**src/rtl/hazard_ctrl.sv**
```systemverilog
// Pipeline sequencing controller: decides advance/freeze/bubble/flush from
// load-use hazards, taken branches and data-cache stalls; keeps saturating stats.
module hazard_ctrl #(
  parameter int CNT_W   = 16,
  parameter int TIMEOUT = 1023
) (
  input  logic             clk_i,
  input  logic             rst_i,
  input  logic             IDEX_memread_i,
  input  logic [4:0]       IDEX_rt_i,
  input  logic [4:0]       IFID_rs_i,
  input  logic [4:0]       IFID_rt_i,
  input  logic             branch_taken_i,
  input  logic             dcache_stall_i,
  output logic             pc_write_o,
  output logic             ifid_write_o,
  output logic             ifid_flush_o,
  output logic             idex_bubble_o,
  output logic             pipe_write_o,
  output logic [CNT_W-1:0] stall_cnt_o,
  output logic [CNT_W-1:0] flush_cnt_o,
  output logic [CNT_W-1:0] miss_cnt_o,
  output logic             miss_timeout_o
);

  typedef enum logic [1:0] {INIT, RUN, MISS} state_t;

  localparam logic [CNT_W-1:0] ONE       = CNT_W'(1);
  localparam logic [CNT_W-1:0] TIMEOUT_V = CNT_W'(TIMEOUT);

  state_t           state;
  logic [CNT_W-1:0] miss_timer;
  logic [CNT_W-1:0] miss_timer_nxt;
  logic             lu;

  function automatic logic [CNT_W-1:0] sat_inc(input logic [CNT_W-1:0] v);
    return (&v) ? v : v + ONE;
  endfunction

  assign lu = IDEX_memread_i && (IDEX_rt_i != 5'd0) &&
              ((IDEX_rt_i == IFID_rs_i) || (IDEX_rt_i == IFID_rt_i));

  assign miss_timer_nxt = sat_inc(miss_timer);

  // Controls are combinational so a hazard is answered in the same cycle.
  always_comb begin
    pc_write_o    = 1'b1;
    ifid_write_o  = 1'b1;
    ifid_flush_o  = 1'b0;
    idex_bubble_o = 1'b0;
    pipe_write_o  = 1'b1;
    if (state == INIT) begin
      pc_write_o    = 1'b0;
      ifid_write_o  = 1'b0;
      ifid_flush_o  = 1'b1;
      idex_bubble_o = 1'b1;
    end else if (dcache_stall_i) begin
      pc_write_o    = 1'b0;
      ifid_write_o  = 1'b0;
      pipe_write_o  = 1'b0;
    end else if (lu) begin
      pc_write_o    = 1'b0;
      ifid_write_o  = 1'b0;
      idex_bubble_o = 1'b1;
    end else if (branch_taken_i) begin
      ifid_flush_o  = 1'b1;
    end
  end

  always_ff @(posedge clk_i) begin
    if (rst_i) begin
      state          <= INIT;
      stall_cnt_o    <= '0;
      flush_cnt_o    <= '0;
      miss_cnt_o     <= '0;
      miss_timer     <= '0;
      miss_timeout_o <= 1'b0;
    end else begin
      if (state != INIT) begin
        if (!pc_write_o)  stall_cnt_o <= sat_inc(stall_cnt_o);
        if (ifid_flush_o) flush_cnt_o <= sat_inc(flush_cnt_o);
      end
      case (state)
        INIT: state <= RUN;
        RUN: begin
          if (dcache_stall_i) begin
            state      <= MISS;
            miss_cnt_o <= sat_inc(miss_cnt_o);
            miss_timer <= '0;
          end
        end
        MISS: begin
          miss_timer <= miss_timer_nxt;
          // Timer counts completed MISS cycles; flag only while the cache is still busy.
          if (dcache_stall_i && (miss_timer_nxt >= TIMEOUT_V)) miss_timeout_o <= 1'b1;
          if (!dcache_stall_i) state <= RUN;
        end
        default: state <= INIT;
      endcase
    end
  end

endmodule
```
**config.mk**
```make
export PLATFORM = sky130hd
export DESIGN_NAME = hazard_ctrl
export DESIGN_NICKNAME = d
export VERILOG_FILES = /design/src/rtl/hazard_ctrl.sv
export SDC_FILE = /design/constraint.sdc
export NUM_CORES = 1
export LEC_CHECK = 0
export ABC_CLOCK_PERIOD_IN_PS = 4100
export BUFFER_PORTS_ARGS = -buffer_cell sky130_fd_sc_hd__buf_2
export CAP_MARGIN = 20
export CORE_MARGIN = 2
export CORE_UTILIZATION = 35
export CTS_CLUSTER_DIAMETER = 80
export DETAILED_ROUTE_END_ITERATION = 10
export PLACE_DENSITY = 0.64
export SETUP_SLACK_MARGIN = 0.2
export SYNTH_ARGS = -nofsm -noshare
export SYNTH_HDL_FRONTEND = slang
export SYNTH_SLANG_ARGS = --single-unit
```
**constraint.sdc**
```tcl
create_clock -name clk_i -period 4.1 [get_ports clk_i]
set_input_delay 0.82 -clock clk_i [delete_from_list [all_inputs] [get_ports clk_i]]
set_output_delay 0.82 -clock clk_i [all_outputs]
set_load 0.005 [all_outputs]
```
==> impl_metrics.py, run 1 <==
metrics = {
    "detailed_routing": {
        "num_vias": 3284,
        "via_per_inst": 5.12,
        "drt.antenna.violating_nets": 0,
        "drc": 0,
        "wl_per_cell_um": 12.6,
        "first_pass_iters": 4,
        "drt-total-wl_mm": 8.11,
        "drtIter0Drc": 202,
    },
    "worst_setup_path": {
        "cp.depth": 5,
        "crit_required_ps": 3280,
        "critical_path.top_delay_family": "compound AO/OA/AOI/OAI gates",
        "cp_cell_sequence": "buf_2, or4_1, o21a_1, a211oi_4, buf_2",
        "cpMostUsedCell": "buf_2",
        "cp.buffers_inverters": 2,
        "r2r-end": "miss_timeout_o$_SDFFE_PP0P_",
        "reg2reg_slack_ps": 1560,
        "max_stage_delay_ps": 510,
        "end_kind": "output port",
        "critPathKind": "input port to output port",
        "worst_path_max_delay_cell": "or4_1",
        "r2r_cells": 7,
        "reg2reg_from": "miss_timer[0]$_SDFFE_PP0P_",
        "cp_max_fo": 8,
        "crit_path_start_kind": "input port",
        "crit_arrival_ps": 2290,
    },
    "place": {
        "globalplace.congestion": 0.801,
        "post-place-ws_ps": 960,
        "dp_hpwl_mm": 5.88,
        "placedCellCount": 627,
        "io_buffers": 73,
    },
    "outcome": {
        "status": "finished clean",
    },
    "worst_hold_path": {
        "holdPathEnd": "stall_cnt_o[15]$_SDFFE_PP0P_",
        "worstHoldStart": "stall_cnt_o[15]$_SDFFE_PP0P_",
        "hold_path_class": "flop to flop",
        "holdPathStages": 2,
    },
    "final_layout": {
        "layout.nets": 529,
        "final_cells": 641,
        "seqCellArea_um2": 1340,
        "syn_to_final_growth_pct": 18.3,
        "fill_cells": 1020,
        "multiInputGateArea_um2": 2080,
        "diodes": 0,
        "layout-drive-gt1-share": 0.187,
    },
    "yosys": {
        "yosysTopAreaCell": "dfxtp_1",
        "ys_seq_area_frac": 0.380,
        "synth-main-ff-cell": "dfxtp_1",
        "ys_warn_count": 0,
        "synth_edf_count": 0,
        "synth_area_per_cell_um2": 8.10,
        "synthTopCellsByArea": "dfxtp_1 (38%), nor2_1 (7.8%), xor2_1 (7.2%), xnor2_1 (6.0%), nand3_1 (4.0%)",
        "synth-seq-cells": 67,
        "synth.distinct_cells": 44,
        "synth_top_cell_area_share": 0.380,
        "async_flop_share": 0,
        "syn_nets": 460,
        "netlist_area_um2": 3530,
        "syn_inst": 436,
    },
    "sta": {
        "max_freq_mhz": 322,
        "fin_crit_sh": 0.758,
        "fin_crit_ps": 3110,
        "skew_ps": 8.20,
        "setup_viol": 0,
        "slew-limit-headroom": 0.544,
        "hold_violations": 0,
        "slew_viol_final": 0,
        "hold_slack_ps": 499,
        "rsz0062_at_grt": "false",
        "tns_ps": 0,
        "tightest_slew_ps": 685,
        "fin_ws_ps": 991,
    },
    "floorplan": {
        "core-area_um2": 9770,
        "rows": 36,
        "io_pins": 74,
        "die-area_um2": 10900,
        "chipWidth_um": 104,
        "die_y_um": 104,
        "start_util": 0.361,
    },
    "cts": {
        "cts_resized": 0,
        "clk-insertion-delay-late_ps": 340,
        "clock_path_buffers": 2,
        "hold_buffers": 0,
        "cts_tree": "done",
        "cts_sinks": 67,
        "cts_max_level": 3,
        "clkTransAtPathRegs_ps": 70,
        "postCtsSetupBuffers": 0,
        "numCtsBuffers": 9,
        "cts-root-buf": "clkbuf_8",
    },
    "flow_run": {
        "drv_cap": 0,
    },
    "power_and_ir_drop": {
        "power_leakage_nw": 1.62,
        "p_per_area_nw_per_um2": 295,
        "irDropWorstVdd_mv": 0.173,
    },
    "global_routing": {
        "grt-ovfl-total": 0,
        "grt_usage": 0.154,
        "antenna_found_initial": 0,
        "grt_pass1_vias": 3113,
        "grt_pass1_wl_mm": 14.1,
        "grt_max_degree": 35,
    },
}
[final cells by class]
| type | instances | share of cell area |
|---|---|---|
| clock buffers | 12 | 0.0371 |
| flip-flops and latches | 67 | 0.321 |
| repair buffers | 76 | 0.0928 |
| clock inverters | 2 | 0.00299 |
| inverters | 9 | 0.00809 |
| well taps | 133 | 0.0398 |
| multi-input cells | 342 | 0.498 |
[worst reg2reg max path, stage by stage (launching register included)]
cell and delay (ps):
dfxtp_1 420, ha_1 320, nand4_1 190, nor3_1 580
a211oi_1 170, nor4b_1 330, nand3_1 160, a311oi_1 270
[cells in the final DEF (no fill, tap or decap), types with 9 or more instances in the layout]
cell type  synthesis  routed
xor2_1            29      29
xnor2_1           24      24
clkbuf_8           0      11
buf_2              3      73
inv_1              9       9
dfxtp_1           67      67
and3_1            20      20
nand3_1           28      28
nand4_1           21      21
nand2_1           33      33
a21oi_1           14      14
o21ai_0           19      19
nor2_1            73      73
[per-layer routing]
metal,part of all wire,GRT usage,vias up
met2,0.47,0.255,79
met3,0.052,0.0495,10
met4,0.012,0.0521,0
met1,0.47,0.188,1511
li1,-,-,1684
met5,0,0,-
[flip-flops by register name, indices dropped and copies added, names as in the netlist]
register and count:
miss_timeout_o 1, miss_timer 16, flush_cnt_o 16, state 2, miss_cnt_o 16, stall_cnt_o 16
[cells in the mapped netlist, types with 2 or more instances]
cell and count:
a211oi_1 3, nand3b_1 2, nand2_1 33, nand3_1 28
a31oi_1 4, or2_2 2, nor2b_1 3, mux2i_1 6
xor2_1 29, o21ai_0 19, inv_1 9, a22oi_1 3
o31ai_1 2, nor2_1 73, nand4_1 21, a21oi_1 14
and3_1 20, and4_1 7, nor3_1 6, maj3_1 2
or3_1 6, dfxtp_1 67, xnor2_1 24, a311oi_1 8
or4_1 4, nand2b_1 2, clkbuf_1 14, ha_1 4
and2_1 2, buf_2 3, o21a_1 3
[where the power goes]
part           total [W]  switching [W]  internal, W
combinational  0.0000937      0.0000556    0.0000381
sequential      0.000663     0.00000694     0.000656
clock           0.000477       0.000232     0.000245
total            0.00123       0.000294     0.000939
[worst max path at each step]
stage,from,end,slack (ps)
final,IDEX_rt_i[1],pc_write_o,990
after floorplan,IDEX_rt_i[1],pc_write_o,1010
after global routing,IDEX_rt_i[1],pc_write_o,880
after CTS,IDEX_rt_i[1],pc_write_o,950
after global placement,IDEX_rt_i[1],pc_write_o,970
after detailed placement,IDEX_rt_i[1],pc_write_o,960
[kinds of logic after synthesis]
family / Yosys count / synth area share
and+or+nand+nor: 215 / 0.304
DFF: 67 / 0.380
xor gates and xnor gates: 53 / 0.131
buffers and inverters: 27 / 0.0308
muxes: 6 / 0.0170
AOI/OAI and AO/OA: 62 / 0.117
adders and majority gates: 6 / 0.0198
[through the flow]
step,total power [W],area [um^2],util
3_5_place_dp,0.000773,4010,0.410
5_1_grt,0.00130,4180,0.427
6_report,0.00123,4180,0.427
3_3_place_gp,0.000771,4010,0.410
4_1_cts,0.00126,4180,0.427
2_1_floorplan,0.000740,3530,-
Note: power is estimated with default switching activity, not from simulation.
==> inputs of run 2 (changes only) <==
--- a/config.mk
+++ b/config.mk
@@ -5,14 +5,14 @@
 export SDC_FILE = /design/constraint.sdc
 export NUM_CORES = 1
 export LEC_CHECK = 0
-export ABC_CLOCK_PERIOD_IN_PS = 4100
+export ABC_CLOCK_PERIOD_IN_PS = 2800
 export BUFFER_PORTS_ARGS = -buffer_cell sky130_fd_sc_hd__buf_2
 export CAP_MARGIN = 20
 export CORE_MARGIN = 2
 export CORE_UTILIZATION = 35
 export CTS_CLUSTER_DIAMETER = 80
 export DETAILED_ROUTE_END_ITERATION = 10
-export PLACE_DENSITY = 0.64
+export PLACE_DENSITY = 0.66
 export SETUP_SLACK_MARGIN = 0.2
 export SYNTH_ARGS = -nofsm -noshare
 export SYNTH_HDL_FRONTEND = slang
==> constraint.sdc (replaced) <==
create_clock -name clk_i -period 2.8 [get_ports clk_i]
set_input_delay 0.56 -clock clk_i [delete_from_list [all_inputs] [get_ports clk_i]]
set_output_delay 0.56 -clock clk_i [all_outputs]
set_load 0.005 [all_outputs]
==> run 2 against run 1 <==
Cell count increased by 1.7%. Clock-buffer cell count decreased by 1. Non-clock buffer count increased by 9. Combinational power increased by 63%. Setup slack got worse by 700 ps. Highest routed layer unchanged. Hold slack got worse by 1.8 ps.
==> impl_metrics.py, run 2 (same netlist as run 1, synthesis figures left out) <==
metrics = {
    "worst_hold_path": {
        "worstHoldStart": "flush_cnt_o[1]$_SDFFE_PP0P_",
        "hold_path_class": "flop to flop",
    },
    "global_routing": {
        "grt_max_degree": 29,
        "grt-ovfl-total": 0,
        "grt_usage": 0.157,
        "grt_pass1_wl_mm": 14.2,
        "antenna_found_initial": 0,
        "grt_pass1_vias": 3076,
    },
    "worst_setup_path": {
        "r2r-end": "flush_cnt_o[15]$_SDFFE_PP0P_",
        "crit_arrival_ps": 1950,
        "cpMostUsedCell": "buf_2",
        "reg2reg_from": "flush_cnt_o[6]$_SDFFE_PP0P_",
        "end_kind": "output port",
        "worst_path_max_delay_cell": "or4_1",
        "crit_path_start_kind": "input port",
        "cp_max_fo": 6,
        "crit_required_ps": 2240,
        "r2r_cells": 7,
        "crit_end": "pc_write_o",
        "cp_cell_sequence": "buf_2, or4_1, o21a_1, a211oi_4, buf_4, buf_2",
        "crit_start": "IDEX_rt_i[1]",
        "reg2reg_slack_ps": 470,
        "max_stage_delay_ps": 510,
        "critPathKind": "input port to output port",
    },
    "cts": {
        "clkTransAtPathRegs_ps": 70,
        "cts_tree": "done",
        "hold_buffers": 0,
        "clock_path_buffers": 2,
        "clk-insertion-delay-late_ps": 340,
        "cts_sinks": 67,
        "cts-root-buf": "clkbuf_8",
        "numCtsBuffers": 9,
        "cts_max_level": 3,
    },
    "power_and_ir_drop": {
        "power_leakage_nw": 1.66,
        "p_per_area_nw_per_um2": 425,
        "irDropWorstVdd_mv": 0.220,
    },
    "sta": {
        "rsz0062_at_grt": "false",
        "fin_crit_sh": 0.895,
        "skew_ps": 9.16,
        "hold_violations": 0,
        "fin_ws_ps": 294,
        "slew_viol_final": 0,
        "setup_viol": 0,
        "tightest_slew_ps": 533,
        "max_freq_mhz": 399,
        "hold_slack_ps": 498,
        "slew-limit-headroom": 0.645,
        "fin_crit_ps": 2510,
        "tns_ps": 0,
    },
    "detailed_routing": {
        "num_vias": 3374,
        "wl_per_cell_um": 12.9,
        "via_per_inst": 5.17,
        "drt-total-wl_mm": 8.44,
        "drc": 0,
        "drtIter0Drc": 131,
        "drt.antenna.violating_nets": 0,
        "first_pass_iters": 4,
    },
    "final_layout": {
        "layout_common_cells": "nor2_1 (73), buf_2 (73), dfxtp_1 (67), nand2_1 (33), xor2_1 (29)",
        "syn_to_final_growth_pct": 20.4,
        "fill_cells": 1007,
        "diodes": 0,
        "postLayoutCoreUtil": 0.435,
        "layout.nets": 538,
        "layout-drive-gt1-share": 0.202,
    },
    "floorplan": {
        "rows": 36,
        "start_util": 0.361,
        "chipWidth_um": 104,
        "die_y_um": 104,
        "die-area_um2": 10900,
        "core-area_um2": 9770,
        "io_pins": 74,
    },
    "place": {
        "post-place-ws_ps": 85.6,
        "dp_hpwl_mm": 6.12,
        "io_buffers": 73,
        "globalplace.congestion": 0.851,
    },
    "flow_run": {
        "drv_cap": 0,
    },
    "outcome": {
        "status": "finished clean",
    },
}
[run 2: power by group]
| group | internal [W] | total [W] | switching, W |
|---|---|---|---|
| Combinational | 0.0000662 | 0.000153 | 0.0000865 |
| Clock | 0.000317 | 0.000683 | 0.000366 |
| Sequential | 0.000960 | 0.000971 | 0.0000104 |
[run 2: critical path: cells and delay by family]
kind,cells,cell delay (ps)
AOI/OAI and AO/OA,2,440
buffers and inverters,3,430
and+or+nand+nor,1,510
[run 2: worst min path at each step]
| stage | slack (ps) | to | cells after the start |
|---|---|---|---|
| final | 500 | flush_cnt_o[1]$_SDFFE_PP0P_ | 2 |
| after detailed placement | 490 | flush_cnt_o[1]$_SDFFE_PP0P_ | 2 |
| after global placement | 490 | stall_cnt_o[15]$_SDFFE_PP0P_ | 2 |
| after floorplan | 480 | flush_cnt_o[1]$_SDFFE_PP0P_ | 2 |
| after global routing | 520 | flush_cnt_o[1]$_SDFFE_PP0P_ | 2 |
| after CTS | 500 | flush_cnt_o[1]$_SDFFE_PP0P_ | 2 |
[run 2: metrics by stage]
stage	area, um^2	instances	power (W)
detailed placement	4060	633	0.00114
global route	4250	652	0.00190
global placement	4060	633	0.00113
finish	4250	652	0.00181
floorplan	3530	436	0.00108
CTS	4240	652	0.00184
[run 2: area by class of cell]
class,count,area [um^2],share of cell area
sequential,67,1340,0.316
clock inverter,5,30.0,0.00707
multi-input combinational,342,2090,0.492
tap,133,166,0.0392
clock buffer,11,131,0.0309
inverter,9,33.8,0.00795
timing repair buffer,85,455,0.107
[run 2: timing repair]
item	4_1_cts	5_1_grt
pin swaps	1	0
buffers inserted	3	0
endpoints found under the setup margin	2	1
gates resized for setup	0	1
[run 2: routing by layer]
metal,vias to the layer above,routed length [um],GRT usage,share of wire
met3,12,365,0.0395,0.043
met1,1580,4000,0.193,0.47
li1,1705,-,-,-
met2,77,3940,0.259,0.47
met4,0,146,0.0647,0.017
met5,-,0,0,0
